[config.mk]
export PLATFORM = sky130hd
export DESIGN_NAME = pc_gen_flat
export DESIGN_NICKNAME = d
export VERILOG_FILES = /design/src/rtl/pc_gen_if.sv /design/src/rtl/pc_gen.sv /design/src/flat_wrapper.sv
export SDC_FILE = /design/constraint.sdc
export NUM_CORES = 1
export LEC_CHECK = 0
export ABC_AREA = 1
export CAP_MARGIN = 20
export CELL_PAD_IN_SITES_DETAIL_PLACEMENT = 0
export CELL_PAD_IN_SITES_GLOBAL_PLACEMENT = 1
export CORE_UTILIZATION = 40
export DETAILED_ROUTE_END_ITERATION = 8
export DONT_BUFFER_PORTS = 1
export HOLD_SLACK_MARGIN = 0.06
export PLACE_DENSITY_LB_ADDON = 0.15
export SLEW_MARGIN = 5
export SYNTH_ARGS = -nofsm -noshare
export SYNTH_HDL_FRONTEND = slang
export SYNTH_SLANG_ARGS = --single-unit
[constraint.sdc]
create_clock -name clk -period 2.4 [get_ports clk]
set_input_delay 0.48 -clock clk [delete_from_list [all_inputs] [get_ports clk]]
set_output_delay 0.48 -clock clk [all_outputs]
set_load 0.01 [all_outputs]
[src/rtl/pc_gen_if.sv]
// Redirect/fetch bundle between the redirect sources and the PC generator.
// master drives stall and redirect requests; slave (pc_gen) drives the fetch address.
interface pc_gen_if #(
  parameter int ADDR_WIDTH  = 32,
  parameter int FETCH_WIDTH = 1
);
  localparam int CNT_W = $clog2(FETCH_WIDTH) + 1;

  logic                  stall_i;
  logic                  is_branch_taken;
  logic [ADDR_WIDTH-1:0] branch_address;
  logic                  is_exception_taken;
  logic [ADDR_WIDTH-1:0] exception_address;
  logic [ADDR_WIDTH-1:0] pc_address;
  logic                  pc_valid;
  logic                  alignment_error;
  logic [CNT_W-1:0]      fetch_count;
  logic                  redirect_pending;

  modport master (
    output stall_i, is_branch_taken, branch_address, is_exception_taken, exception_address,
    input  pc_address, pc_valid, alignment_error, fetch_count, redirect_pending
  );

  modport slave (
    input  stall_i, is_branch_taken, branch_address, is_exception_taken, exception_address,
    output pc_address, pc_valid, alignment_error, fetch_count, redirect_pending
  );
endinterface

[src/rtl/pc_gen.sv]
// Fetch-stage program counter with fetch-group sequencing and a one-entry
// pending-redirect buffer that holds a branch/exception across a stall.
module pc_gen #(
  parameter int          ADDR_WIDTH   = 32,
  parameter logic [31:0] RESET_VECTOR = 32'hbfc0_0000,
  parameter int          FETCH_WIDTH  = 1
) (
  input logic      clk,
  input logic      rst,
  pc_gen_if.slave  bus
);
  localparam int GROUP_B = 4 * FETCH_WIDTH;
  localparam int CNT_W   = $clog2(FETCH_WIDTH) + 1;

  logic [ADDR_WIDTH-1:0] pc_p0;
  logic                  pend_vld_p0;
  logic                  pend_exc_p0;
  logic [ADDR_WIDTH-1:0] pend_tgt_p0;
  logic                  cap_exc;
  logic                  cap_br;
  logic [ADDR_WIDTH-1:0] slot;

  function automatic logic [ADDR_WIDTH-1:0] seq_pc(input logic [ADDR_WIDTH-1:0] pc);
    return (pc & ~ADDR_WIDTH'(GROUP_B - 1)) + ADDR_WIDTH'(GROUP_B);
  endfunction

  // A stalled branch never displaces a held exception; a stalled exception displaces anything.
  assign cap_exc = bus.stall_i & bus.is_exception_taken;
  assign cap_br  = bus.stall_i & ~bus.is_exception_taken & bus.is_branch_taken
                 & ~(pend_vld_p0 & pend_exc_p0);

  always_ff @(posedge clk) begin
    if (rst) begin
      pc_p0       <= ADDR_WIDTH'(RESET_VECTOR);
      pend_vld_p0 <= 1'b0;
      pend_exc_p0 <= 1'b0;
    end else if (!bus.stall_i) begin
      pend_vld_p0 <= 1'b0;
      if (bus.is_exception_taken)   pc_p0 <= bus.exception_address;
      else if (pend_vld_p0)         pc_p0 <= pend_tgt_p0;
      else if (bus.is_branch_taken) pc_p0 <= bus.branch_address;
      else                          pc_p0 <= seq_pc(pc_p0);
    end else if (cap_exc || cap_br) begin
      pend_vld_p0 <= 1'b1;
      pend_exc_p0 <= cap_exc;
    end
  end

  always_ff @(posedge clk) begin
    if (cap_exc)     pend_tgt_p0 <= bus.exception_address;
    else if (cap_br) pend_tgt_p0 <= bus.branch_address;
  end

  assign slot                 = (pc_p0 >> 2) & ADDR_WIDTH'(FETCH_WIDTH - 1);
  assign bus.pc_address       = pc_p0;
  assign bus.pc_valid         = ~(bus.is_exception_taken | bus.is_branch_taken | pend_vld_p0);
  assign bus.alignment_error  = |pc_p0[1:0];
  assign bus.fetch_count      = CNT_W'(FETCH_WIDTH) - CNT_W'(slot);
  assign bus.redirect_pending = pend_vld_p0;
endmodule

[src/flat_wrapper.sv]
// flat-port wrapper written by rule: the top's interface ports become plain ports
module pc_gen_flat 
#(
  parameter int          ADDR_WIDTH   = 32,
  parameter logic [31:0] RESET_VECTOR = 32'hbfc0_0000,
  parameter int          FETCH_WIDTH  = 1
)
  (clk, rst, bus_stall_i, bus_is_branch_taken, bus_branch_address, bus_is_exception_taken, bus_exception_address, bus_pc_address, bus_pc_valid, bus_alignment_error, bus_fetch_count, bus_redirect_pending);
  pc_gen_if #(.ADDR_WIDTH(ADDR_WIDTH), .FETCH_WIDTH(FETCH_WIDTH)) bus_i ();
  input logic clk;
  input logic rst;
  input wire logic [$bits(bus_i.stall_i)-1:0] bus_stall_i;
  input wire logic [$bits(bus_i.is_branch_taken)-1:0] bus_is_branch_taken;
  input wire logic [$bits(bus_i.branch_address)-1:0] bus_branch_address;
  input wire logic [$bits(bus_i.is_exception_taken)-1:0] bus_is_exception_taken;
  input wire logic [$bits(bus_i.exception_address)-1:0] bus_exception_address;
  output wire logic [$bits(bus_i.pc_address)-1:0] bus_pc_address;
  output wire logic [$bits(bus_i.pc_valid)-1:0] bus_pc_valid;
  output wire logic [$bits(bus_i.alignment_error)-1:0] bus_alignment_error;
  output wire logic [$bits(bus_i.fetch_count)-1:0] bus_fetch_count;
  output wire logic [$bits(bus_i.redirect_pending)-1:0] bus_redirect_pending;
  assign bus_i.stall_i = bus_stall_i;
  assign bus_i.is_branch_taken = bus_is_branch_taken;
  assign bus_i.branch_address = bus_branch_address;
  assign bus_i.is_exception_taken = bus_is_exception_taken;
  assign bus_i.exception_address = bus_exception_address;
  assign bus_pc_address = bus_i.pc_address;
  assign bus_pc_valid = bus_i.pc_valid;
  assign bus_alignment_error = bus_i.alignment_error;
  assign bus_fetch_count = bus_i.fetch_count;
  assign bus_redirect_pending = bus_i.redirect_pending;
  pc_gen #(.ADDR_WIDTH(ADDR_WIDTH), .RESET_VECTOR(RESET_VECTOR), .FETCH_WIDTH(FETCH_WIDTH)) u_core (.clk(clk), .rst(rst), .bus(bus_i));
endmodule
==> implementation parameters <==
Parameter                              Value

Die
  I/O Pins    105
  Die footprint    0.0112 mm2
  Floorplan row count    37
  Initial core utilization    41.6%
  Die outline width    106 um
  Area of the core    0.0104 mm2
  Height of the chip    106 um

Critical path
  Worst R2R End    u_core.bus.pc_address[20]$_SDFFE_PP0N_
  Crit path kind    flip-flop to flip-flop
  FF-to-FF path depth    11
  R2R setup slack    310 ps
  Capturing element type of the critical path    flip-flop
  Launch point of the worst reg-to-reg path    u_core.bus.pc_address[2]$_SDFFE_PP0N_
  Worst EP required    2680 ps
  Worst Path Max Fanout    5
  Nature of the critical path startpoint    flip-flop
  Crit path arrival time    2380 ps

Worst hold path
  Cell depth of the worst hold path    1
  Min-Delay Startpoint    rst
  Min-Delay Path Class    input port to flip-flop
  End point of the most critical hold path    u_core.pend_exc_p0$_SDFFE_PP0P_

Synth
  Distinct cells, synth    32
  Number of nets produced by synthesis    727
  FFs w/ async S/R, synth    0%
  Number of warnings printed during yosys synthesis    0
  Largest cells by area after synthesis    sky130_fd_sc_hd__edfxtp_1 (22%), sky130_fd_sc_hd__nand2_1 (18%), sky130_fd_sc_hd__dfxtp_1 (16%)
  Netlist Area Pre-Place    0.00431 mm2
  Register area share after synthesis    38.1%
  Register bit total from synthesis    66
  Cells after synthesis    657
  Top cell type's share of synthesized area    22.3%
  Number of flops mapped to enable cells by yosys    32
  Library cell with the largest summed area after synthesis    sky130_fd_sc_hd__edfxtp_1
  Most instantiated flip-flop cell in the synthesis netlist    sky130_fd_sc_hd__dfxtp_1
  Average size of a mapped cell    6.56 um2

Clocking
  Root cell of the clock tree    sky130_fd_sc_hd__clkbuf_8
  Gates resized, CTS repair    0
  Clock sinks    66
  Clock insertion delay at the later pin of the skew report    370 ps
  Clock transition at the register clock pins on the worst setup and hold paths after CTS    80 ps
  Number of hold buffers added after cts    0
  Longest Clk Path Bufs    2
  Number of clock buffers inserted by TritonCTS    9
  CTS tree    built
  Post-CTS Repair Setup Buffers    0
  CTS H-tree depth    3

Timing
  Pin slew with the least headroom to its limit    648 ps
  Final Slew Violations    0
  Setup skew after layout    10.1 ps
  Highest attainable clock frequency    0.478 GHz
  Worst slew margin    56.7%
  RSZ-0062 raised after global routing    false
  Clock period minus worst slack    2090 ps
  Post-Route Setup TNS    0 ps
  Hold Violations, Final    0
  Portion of the clock cycle consumed by the worst path in the final layout    87.2%
  Final setup vio count    0

Route
  DRC violations left    0
  Drt pass-1 iters    6
  First-iteration detailed-routing DRC count    308
  Number of vias in the routed layout    4,225
  Routed Wire Length    14,000 um
  Post-route ant nets    0
  Via count normalized by instance count    5.34
  Detailed-route wire length per cell    17.6 um

GRT
  Initial antenna violation count    0
  Total track usage    26.0%
  Maximum number of pins on one net before global-route repair    57
  Most used routing layer in global routing    met2
  Via count of the first global-routing pass    4,157
  Global-route wire length before repair    22,100 um
  Total overflow reported by the global router    0
  Met1 Use GR    34.3%
  Met3 layer usage reported by global route    6.12%
  Met2 global-route usage    42.3%

Placed design
  Placed wire-length estimate after detailed placement    10,100 um
  Port Buffers    0
  Routability cong.    0.894

Power and ir drop
  Worst voltage drop across the vdd grid    0.315 mV
  Leakage Power    1.98 nW
  Cell area power density    596 mW/mm2
  Total power consumption of the routed design    2.77 mW

Final layout
  Layout fillers    1,141
  Commonest non-fill, non-tap cell in the layout    sky130_fd_sc_hd__nand2_1
  Ratio of cells with drive above 1 in the final layout    9.01%
  Number of antenna diodes    0
  Number of nets in the layout    720
  Growth of design area from synthesis to finish    7.81%
  Commonest non-fill, non-tap cells in the layout    sky130_fd_sc_hd__nand2_1 (211), sky130_fd_sc_hd__nor2_1 (82), sky130_fd_sc_hd__a21oi_1 (64)

Run
  Max-cap violations    0

Run status
  Outcome    finished clean
-- how the worst max path moves through the flow --
| stage | start | cells after the start | slack, ps | endpoint |
|---|---|---|---|---|
| floorplan | bus_is_exception_taken | 6 | 270 | u_core.bus.redirect_pending$_SDFFE_PP0N_ |
| global placement | u_core.bus.pc_address[2]$_SDFFE_PP0N_ | 11 | 380 | u_core.bus.pc_address[20]$_SDFFE_PP0N_ |
| detailed placement | u_core.bus.pc_address[2]$_SDFFE_PP0N_ | 11 | 370 | u_core.bus.pc_address[20]$_SDFFE_PP0N_ |
| CTS | u_core.bus.pc_address[2]$_SDFFE_PP0N_ | 11 | 360 | u_core.bus.pc_address[20]$_SDFFE_PP0N_ |
| global route | u_core.bus.pc_address[2]$_SDFFE_PP0N_ | 11 | 180 | u_core.bus.pc_address[20]$_SDFFE_PP0N_ |
| finish | u_core.bus.pc_address[2]$_SDFFE_PP0N_ | 11 | 310 | u_core.bus.pc_address[20]$_SDFFE_PP0N_ |
-- state kept, by name, summed over array words and instances (netlist names) --
name,cells
u_core.bus.redirect_pending,1
u_core.pend_exc_p0,1
u_core.bus.pc_address,32
u_core.pend_tgt_p0,32
-- synthesized netlist by cell type, types with 4 or more instances --
master / instances
sky130_fd_sc_hd__o211ai_1: 5
sky130_fd_sc_hd__nand2_1: 212
sky130_fd_sc_hd__dfxtp_1: 34
sky130_fd_sc_hd__edfxtp_1: 32
sky130_fd_sc_hd__o22ai_1: 5
sky130_fd_sc_hd__xor2_1: 6
sky130_fd_sc_hd__nand2_2: 5
sky130_fd_sc_hd__nor2_2: 6
sky130_fd_sc_hd__o21ai_0: 53
sky130_fd_sc_hd__a21oi_1: 64
sky130_fd_sc_hd__nand3_1: 30
sky130_fd_sc_hd__buf_2: 9
sky130_fd_sc_hd__nor2_1: 82
sky130_fd_sc_hd__clkbuf_1: 21
sky130_fd_sc_hd__mux2_2: 7
sky130_fd_sc_hd__nand3b_1: 6
sky130_fd_sc_hd__nor2_4: 4
sky130_fd_sc_hd__o21ai_1: 5
sky130_fd_sc_hd__inv_1: 51
-- cell families (layout without fill, tap and decap cells) --
kind of cell | after synthesis | in the layout | synth area share [%]
and+or+nand+nor | 350 | 350 | 33.5
adders and majority gates | 1 | 1 | 0.290
buffers and inverters | 88 | 86 | 8.10
muxes | 7 | 7 | 1.83
AOI/OAI and AO/OA | 135 | 135 | 16.3
DFF | 66 | 66 | 38.1
other | 1 | 1 | 0.0870
xor gates and xnor gates | 9 | 9 | 1.83
-- area by class of cell --
type | count | area (um2) | area share [%]
timing repair buffer | 15 | 113 | 2.42
clock inverter | 7 | 68.8 | 1.48
multi-input combinational | 503 | 2320 | 50.0
clock buffer | 9 | 124 | 2.67
sequential | 66 | 1640 | 35.4
inverter | 55 | 206 | 4.44
tap | 136 | 170 | 3.66
-- layer usage --
layer | part of all wire (%) | vias to the layer above
met1 | 45 | 1933
li1 | - | 2123
met5 | 0 | -
met2 | 46 | 156
met4 | 1.4 | 0
met3 | 7.9 | 13
-- per-stage QoR --
stage / setup WS, ps / hold slack, ps / area [um2] / instances / utilization [%]
floorplan: 266 / 440 / 4310 / 657 / -
global placement: 379 / 443 / 4450 / 775 / 42.9
global route: 184 / 166 / 4650 / 791 / 44.8
CTS: 364 / 165 / 4650 / 791 / 44.8
detailed placement: 372 / 456 / 4450 / 775 / 42.9
finish: 308 / 177 / 4650 / 791 / 44.8
-- worst max-delay path, cell delays in order (launching register included) --
cell	delay, ps
sky130_fd_sc_hd__dfxtp_1	480
sky130_fd_sc_hd__ha_1	240
sky130_fd_sc_hd__nand2_1	80
sky130_fd_sc_hd__nor2_1	180
sky130_fd_sc_hd__nand2_2	160
sky130_fd_sc_hd__nor2_4	190
sky130_fd_sc_hd__nand2_1	70
sky130_fd_sc_hd__o21ai_1	190
sky130_fd_sc_hd__nand3_1	140
sky130_fd_sc_hd__nand2_1	90
sky130_fd_sc_hd__nand2_1	100
sky130_fd_sc_hd__o21ai_0	100
-- power breakdown --
| group | total [mW] | leakage (nW) | internal (mW) | switching [mW] |
|---|---|---|---|---|
| clock network | 0.985 | 0.103 | 0.479 | 0.506 |
| registers | 1.38 | 0.594 | 1.28 | 0.0990 |
| logic | 0.406 | 1.29 | 0.149 | 0.257 |
| total | 2.77 | 1.98 | 1.91 | 0.862 |
Power figures use the tool's default switching activity.
